==> src/rtl/bw_mul_pipe_stream.sv <==
// Baugh-Wooley array multiplier on (WIDTH+1)-bit sign/zero-extended operands with
// STAGES carry-save cuts, an input and an output register, and a stall-all valid/ready flow.
module bw_mul_pipe_stream #(
  parameter int WIDTH  = 16,
  parameter int STAGES = 1
) (
  input  logic               clk,
  input  logic               rst_n,
  input  logic               in_valid,
  output logic               in_ready,
  input  logic               in_signed,
  input  logic [WIDTH-1:0]   in_x,
  input  logic [WIDTH-1:0]   in_y,
  output logic               out_valid,
  input  logic               out_ready,
  output logic [2*WIDTH-1:0] out_p,
  output logic               out_signed
);

  localparam int N1 = WIDTH + 1;

  // First array row handled by segment k; segment STAGES ends at row N1.
  function automatic int cut_row(input int k);
    return (k * N1) / (STAGES + 1);
  endfunction

  // One carry-save row: returns {next sum, next carry, finished low product bit}.
  function automatic logic [2*N1:0] row_step(
    input logic [N1-1:0] s,
    input logic [N1-1:0] c,
    input logic [N1-1:0] x,
    input logic          yb,
    input int            row
  );
    logic [N1-1:0] pp;
    logic [N1-1:0] fs;
    logic [N1-1:0] fc;
    for (int j = 0; j < N1; j++) begin
      pp[j] = (x[j] & yb) ^ ((row == N1 - 1) != (j == N1 - 1));
      fs[j] = s[j] ^ c[j] ^ pp[j];
      fc[j] = (s[j] & c[j]) | (s[j] & pp[j]) | (c[j] & pp[j]);
    end
    return {1'b0, fs[N1-1:1], fc, fs[0]};
  endfunction

  function automatic logic [N1-1:0] ripple_add(
    input logic [N1-1:0] a,
    input logic [N1-1:0] b,
    input logic          cin
  );
    logic          cy;
    logic [N1-1:0] sum;
    cy = cin;
    for (int j = 0; j < N1; j++) begin
      sum[j] = a[j] ^ b[j] ^ cy;
      cy     = (a[j] & b[j]) | (a[j] & cy) | (b[j] & cy);
    end
    return sum;
  endfunction

  // Stage 0 is the input register, stages 1..STAGES are the array cuts.
  logic [STAGES:0]         v_q,  v_d;
  logic [STAGES:0]         m_q,  m_d;
  logic [STAGES:0][N1-1:0] x_q,  x_d;
  logic [STAGES:0][N1-1:0] y_q,  y_d;
  logic [STAGES:0][N1-1:0] s_q,  s_d;
  logic [STAGES:0][N1-1:0] c_q,  c_d;
  logic [STAGES:0][N1-1:0] lo_q, lo_d;

  logic               out_valid_q,  out_valid_d;
  logic               out_signed_q, out_signed_d;
  logic [2*WIDTH-1:0] out_p_q,      out_p_d;

  logic                    en_s;
  logic [STAGES:0][N1-1:0] seg_s;
  logic [STAGES:0][N1-1:0] seg_c;
  logic [STAGES:0][N1-1:0] seg_lo;
  logic [2*N1:0]           step_s;
  logic                    in_seg_s;
  logic [N1-1:0]           hi_s;
  logic [2*N1-1:0]         prod_s;

  assign en_s     = ~out_valid_q | out_ready;
  assign in_ready = en_s;

  // Segment k advances the carry-save state of stage k through its share of rows.
  always_comb begin
    seg_s    = s_q;
    seg_c    = c_q;
    seg_lo   = lo_q;
    step_s   = '0;
    in_seg_s = 1'b0;
    for (int k = 0; k <= STAGES; k++) begin
      for (int r = 0; r < N1; r++) begin
        in_seg_s     = (r >= cut_row(k)) && (r < cut_row(k + 1));
        step_s       = row_step(seg_s[k], seg_c[k], x_q[k], y_q[k][r], r);
        seg_s[k]     = in_seg_s ? step_s[2*N1:N1+1] : seg_s[k];
        seg_c[k]     = in_seg_s ? step_s[N1:1]      : seg_c[k];
        seg_lo[k][r] = in_seg_s ? step_s[0]         : seg_lo[k][r];
      end
    end
  end

  // Carry-in of 1 supplies the 2^(WIDTH+1) Baugh-Wooley correction term.
  assign hi_s   = ripple_add(seg_s[STAGES], seg_c[STAGES], 1'b1);
  assign prod_s = {hi_s, seg_lo[STAGES]};

  // Next-state: operands extend into stage 0, each cut takes the previous segment's result.
  always_comb begin
    v_d  = v_q;
    m_d  = m_q;
    x_d  = x_q;
    y_d  = y_q;
    s_d  = s_q;
    c_d  = c_q;
    lo_d = lo_q;

    v_d[0]  = in_valid;
    m_d[0]  = in_signed;
    x_d[0]  = in_signed ? {in_x[WIDTH-1], in_x} : {1'b0, in_x};
    y_d[0]  = in_signed ? {in_y[WIDTH-1], in_y} : {1'b0, in_y};
    s_d[0]  = '0;
    c_d[0]  = '0;
    lo_d[0] = '0;

    for (int k = 1; k <= STAGES; k++) begin
      v_d[k]  = v_q[k-1];
      m_d[k]  = m_q[k-1];
      x_d[k]  = x_q[k-1];
      y_d[k]  = y_q[k-1];
      s_d[k]  = seg_s[k-1];
      c_d[k]  = seg_c[k-1];
      lo_d[k] = seg_lo[k-1];
    end

    out_valid_d  = v_q[STAGES];
    out_signed_d = m_q[STAGES];
    out_p_d      = prod_s[2*WIDTH-1:0];
  end

  // Pipeline registers: every stage holds together whenever the output is stalled.
  always_ff @(posedge clk or negedge rst_n) begin
    if (!rst_n) begin
      v_q          <= '0;
      m_q          <= '0;
      x_q          <= '0;
      y_q          <= '0;
      s_q          <= '0;
      c_q          <= '0;
      lo_q         <= '0;
      out_valid_q  <= 1'b0;
      out_signed_q <= 1'b0;
      out_p_q      <= '0;
    end else if (en_s) begin
      v_q          <= v_d;
      m_q          <= m_d;
      x_q          <= x_d;
      y_q          <= y_d;
      s_q          <= s_d;
      c_q          <= c_d;
      lo_q         <= lo_d;
      out_valid_q  <= out_valid_d;
      out_signed_q <= out_signed_d;
      out_p_q      <= out_p_d;
    end
  end

  assign out_valid  = out_valid_q;
  assign out_signed = out_signed_q;
  assign out_p      = out_p_q;

endmodule

==> config.mk <==
export PLATFORM = sky130hd
export DESIGN_NAME = bw_mul_pipe_stream
export DESIGN_NICKNAME = d
export VERILOG_FILES = /design/src/rtl/bw_mul_pipe_stream.sv
export SDC_FILE = /design/constraint.sdc
export NUM_CORES = 1
export LEC_CHECK = 0
export CAP_MARGIN = 5
export CELL_PAD_IN_SITES_DETAIL_PLACEMENT = 0
export CELL_PAD_IN_SITES_GLOBAL_PLACEMENT = 2
export CORE_MARGIN = 2
export CORE_UTILIZATION = 46
export CTS_CLUSTER_DIAMETER = 50
export DETAILED_ROUTE_END_ITERATION = 10
export PLACE_DENSITY = 0.86
export SLEW_MARGIN = 40
export SYNTH_ARGS = -nofsm -noshare
export SYNTH_HDL_FRONTEND = slang
export SYNTH_SLANG_ARGS = --single-unit
export TNS_END_PERCENT = 1
==> constraint.sdc <==
create_clock -name clk -period 16.1 [get_ports clk]
set_input_delay 2.415 -clock clk [delete_from_list [all_inputs] [get_ports clk]]
set_output_delay 2.415 -clock clk [all_outputs]
set_load 0.02 [all_outputs]
==> impl_metrics.tcl <==
set metrics [dict create \
    period_share_pct 62.8 \
    post_cts_buffers 0 \
    routedWlPerCell_um 13.5 \
    cts_resized 0 \
    syn_avg_cell_area_um2 11.8 \
    finalSetupViolations 0 \
    critPathRequiredTime_ns 16.37 \
    outcome "finished clean" \
    antenna_cells 0 \
    synth.distinct_cells 22 \
    coreArea_um2 27700 \
    synth_fa_ha_area_share_pct 40.8 \
    port_buffers 71 \
    clockBufferDepth 2 \
    cp_max_fo 18 \
    vias 7319 \
    grt_max_degree 142 \
    synth.net_count 1397 \
    cp-end-kind "flip-flop" \
    grtUsageTotal_pct 15.6 \
    max_freq_ghz 0.0990 \
    drtIter0Drc 241 \
    yosys-mux-area-fraction_pct 9.52 \
    critPathArrivalTime_ns 10.38 \
    min_period_ns 10.10 \
    critPathBufInv 5 \
    initial_core_util_pct 46.5 \
    synth.yosys.seq_area_share_pct 26.8 \
    grt_pass1_vias 7788 \
    cp_slowest_stage_delay_ns 0.59 \
    path_class "flip-flop to flip-flop" \
    area_growth_pct 11.6 \
    htree_levels 4 \
    drc_errors 0 \
    nets 1440 \
    worst_slew_pin_slew_ns 0.789 \
    synth_top_family_by_area "adder cells" \
    netlist_area_um2 12900 \
    hold_viol 0 \
    die_h_um 171 \
    yosys_warnings 0 \
    fp-row-count 61 \
    globalplace.congestion 0.714 \
    crit_top_cell "fa_1" \
    final.setup.tns_ns 0 \
    max_slew_margin_pct 47.4 \
    via_per_inst 4.80 \
    synth-simple-area-share_pct 13.8 \
    hold_path.class "flip-flop to flip-flop" \
    synth_top_area_cell "fa_1" \
    drt_first_pass_iters 4 \
    drv_cap 0 \
    routed_wl_um 20600 \
    synthArstFlopShare_pct 100 \
    tritoncts "built" \
    slew_violations 0 \
    yosys-top-cells-count "252 x fa_1, 206 x and2_1, 160 x inv_1, 138 x dfrtp_1, 97 x nand2_1" \
    netlist_instances 1091 \
    cts_buffers 17 \
    yosysMostFrequentCell "fa_1" \
    postRouteAntennaNets 0 \
    fp.dieW_um 171 \
    fin_skew_ns 0.00783 \
    synth-edff-count 0 \
    synthTopCellsByArea "fa_1 39%, dfrtp_1 27%, and2_1 10%" \
    grt_pass1_wl_um 36600 \
    worstSkewPairLatency_ns 0.42 \
    gr-total-overflow 0 \
    grt_antenna_before_repair 0 \
    synth_compound_area_share_pct 2.03 \
    start_kind "flip-flop" \
    rsz0062_at_grt "no" \
    synth_top_area_share_pct 39.1 \
    drive_gt1_share_pct 11.6 \
    cts_sinks 138 \
    path_delay_family "adder cells" \
    io_pins 72 \
    ctsHoldBuffers 0 \
    ys_ff_latch 138 \
    dieArea_um2 29400 \
    dpl.hpwl_um 16200 \
    clk_pin_slew_ns 0.06 \
    synthFlopType "dfrtp_1" \
    cts_root_buffer "clkbuf_16" \
    critPathSlowestCell "dfrtp_1" \
    synth_xor_area_share_pct 0.272 \
]
## final cells by class
class,instances,area [µm²]
fillers,2506,13300
multi-input cells,744,8570
flip-flops and latches,138,3450
repair buffers,73,742
inverters,160,601
well taps,378,473
clock buffers,20,457
clock inverters,11,97.6
## stage by stage
step / instances / cell area (µm²) / setup WS [ns] / hold slack, ns / util [%]
3_5_place_dp: 1493 / 13800 / 5.90 / 0.496 / 49.9
2_1_floorplan: 1091 / 12900 / 6.32 / 0.430 / -
5_1_grt: 1524 / 14400 / 5.42 / 0.523 / 51.9
3_3_place_gp: 1493 / 13800 / 6.03 / 0.484 / 49.9
6_report: 1524 / 14400 / 6.00 / 0.502 / 51.9
4_1_cts: 1524 / 14400 / 5.90 / 0.510 / 51.9
## worst register-to-register path: cells and delay by family (launching register included)
kind	cells	cell delay, ns
DFF	1	0.59
buffers and inverters	5	0.26
adders and majority gates	23	8.47
and+or+nand+nor	1	0.26
xor gates and xnor gates	2	0.31
AOI/OAI and AO/OA	1	0.08
## flip-flops by register name, indices dropped and copies added (netlist names)
signal      flops
out_p          32
x_d            17
x_q            17
y_d            17
c_q            16
s_q            16
y_q             9
lo_q            8
m_q             2
v_q             2
out_signed      1
out_valid       1
## kinds of logic after synthesis
family | count (synthesis)
AOI/OAI and AO/OA | 46
adders and majority gates | 269
DFF | 138
xor gates and xnor gates | 4
and+or+nand+nor | 334
muxes | 91
buffers and inverters | 209
## layout by cell type (no fill, tap or decap), types with 2 or more instances in the layout
cell	count
nor2_1	26
ha_1	17
clkbuf_16	17
and2_1	206
mux2_4	54
clkinvlp_4	4
a21oi_1	17
inv_1	160
xor2_1	2
mux2_2	37
nand2_1	97
dfrtp_1	138
fa_1	252
clkdlybuf4s50_1	70
o21ai_0	20
xnor2_1	2
a21oi_2	8
clkbuf_8	3
clkinv_2	4
nand3_1	3
## worst paths after layout
path	cells after the start	slack, ns	from	endpoint
setup / recovery	32	6.00	y_q[25]	out_p[31]
hold / removal	1	0.50	lo_q[18]	out_p[1]
setup reg to reg	32	6.00	y_q[25]	out_p[31]
hold reg to reg	1	0.50	lo_q[18]	out_p[1]
max in group asynchronous	2	12.87	rst_n	c_q[20]
min in group asynchronous	1	2.03	rst_n	out_p[18]
## metal layers
metal	global-route usage, %	vias up	part of all wire [%]
met5	0	-	0
met4	4.16	0	1.1
met3	2.74	16	2.2
met2	27.5	67	53
met1	19.8	3894	43
li1	-	3342	-
Power is left out: the tool's default activity adds up to more than one toggle a clock period on the data nets, which glitch-free logic cannot reach.
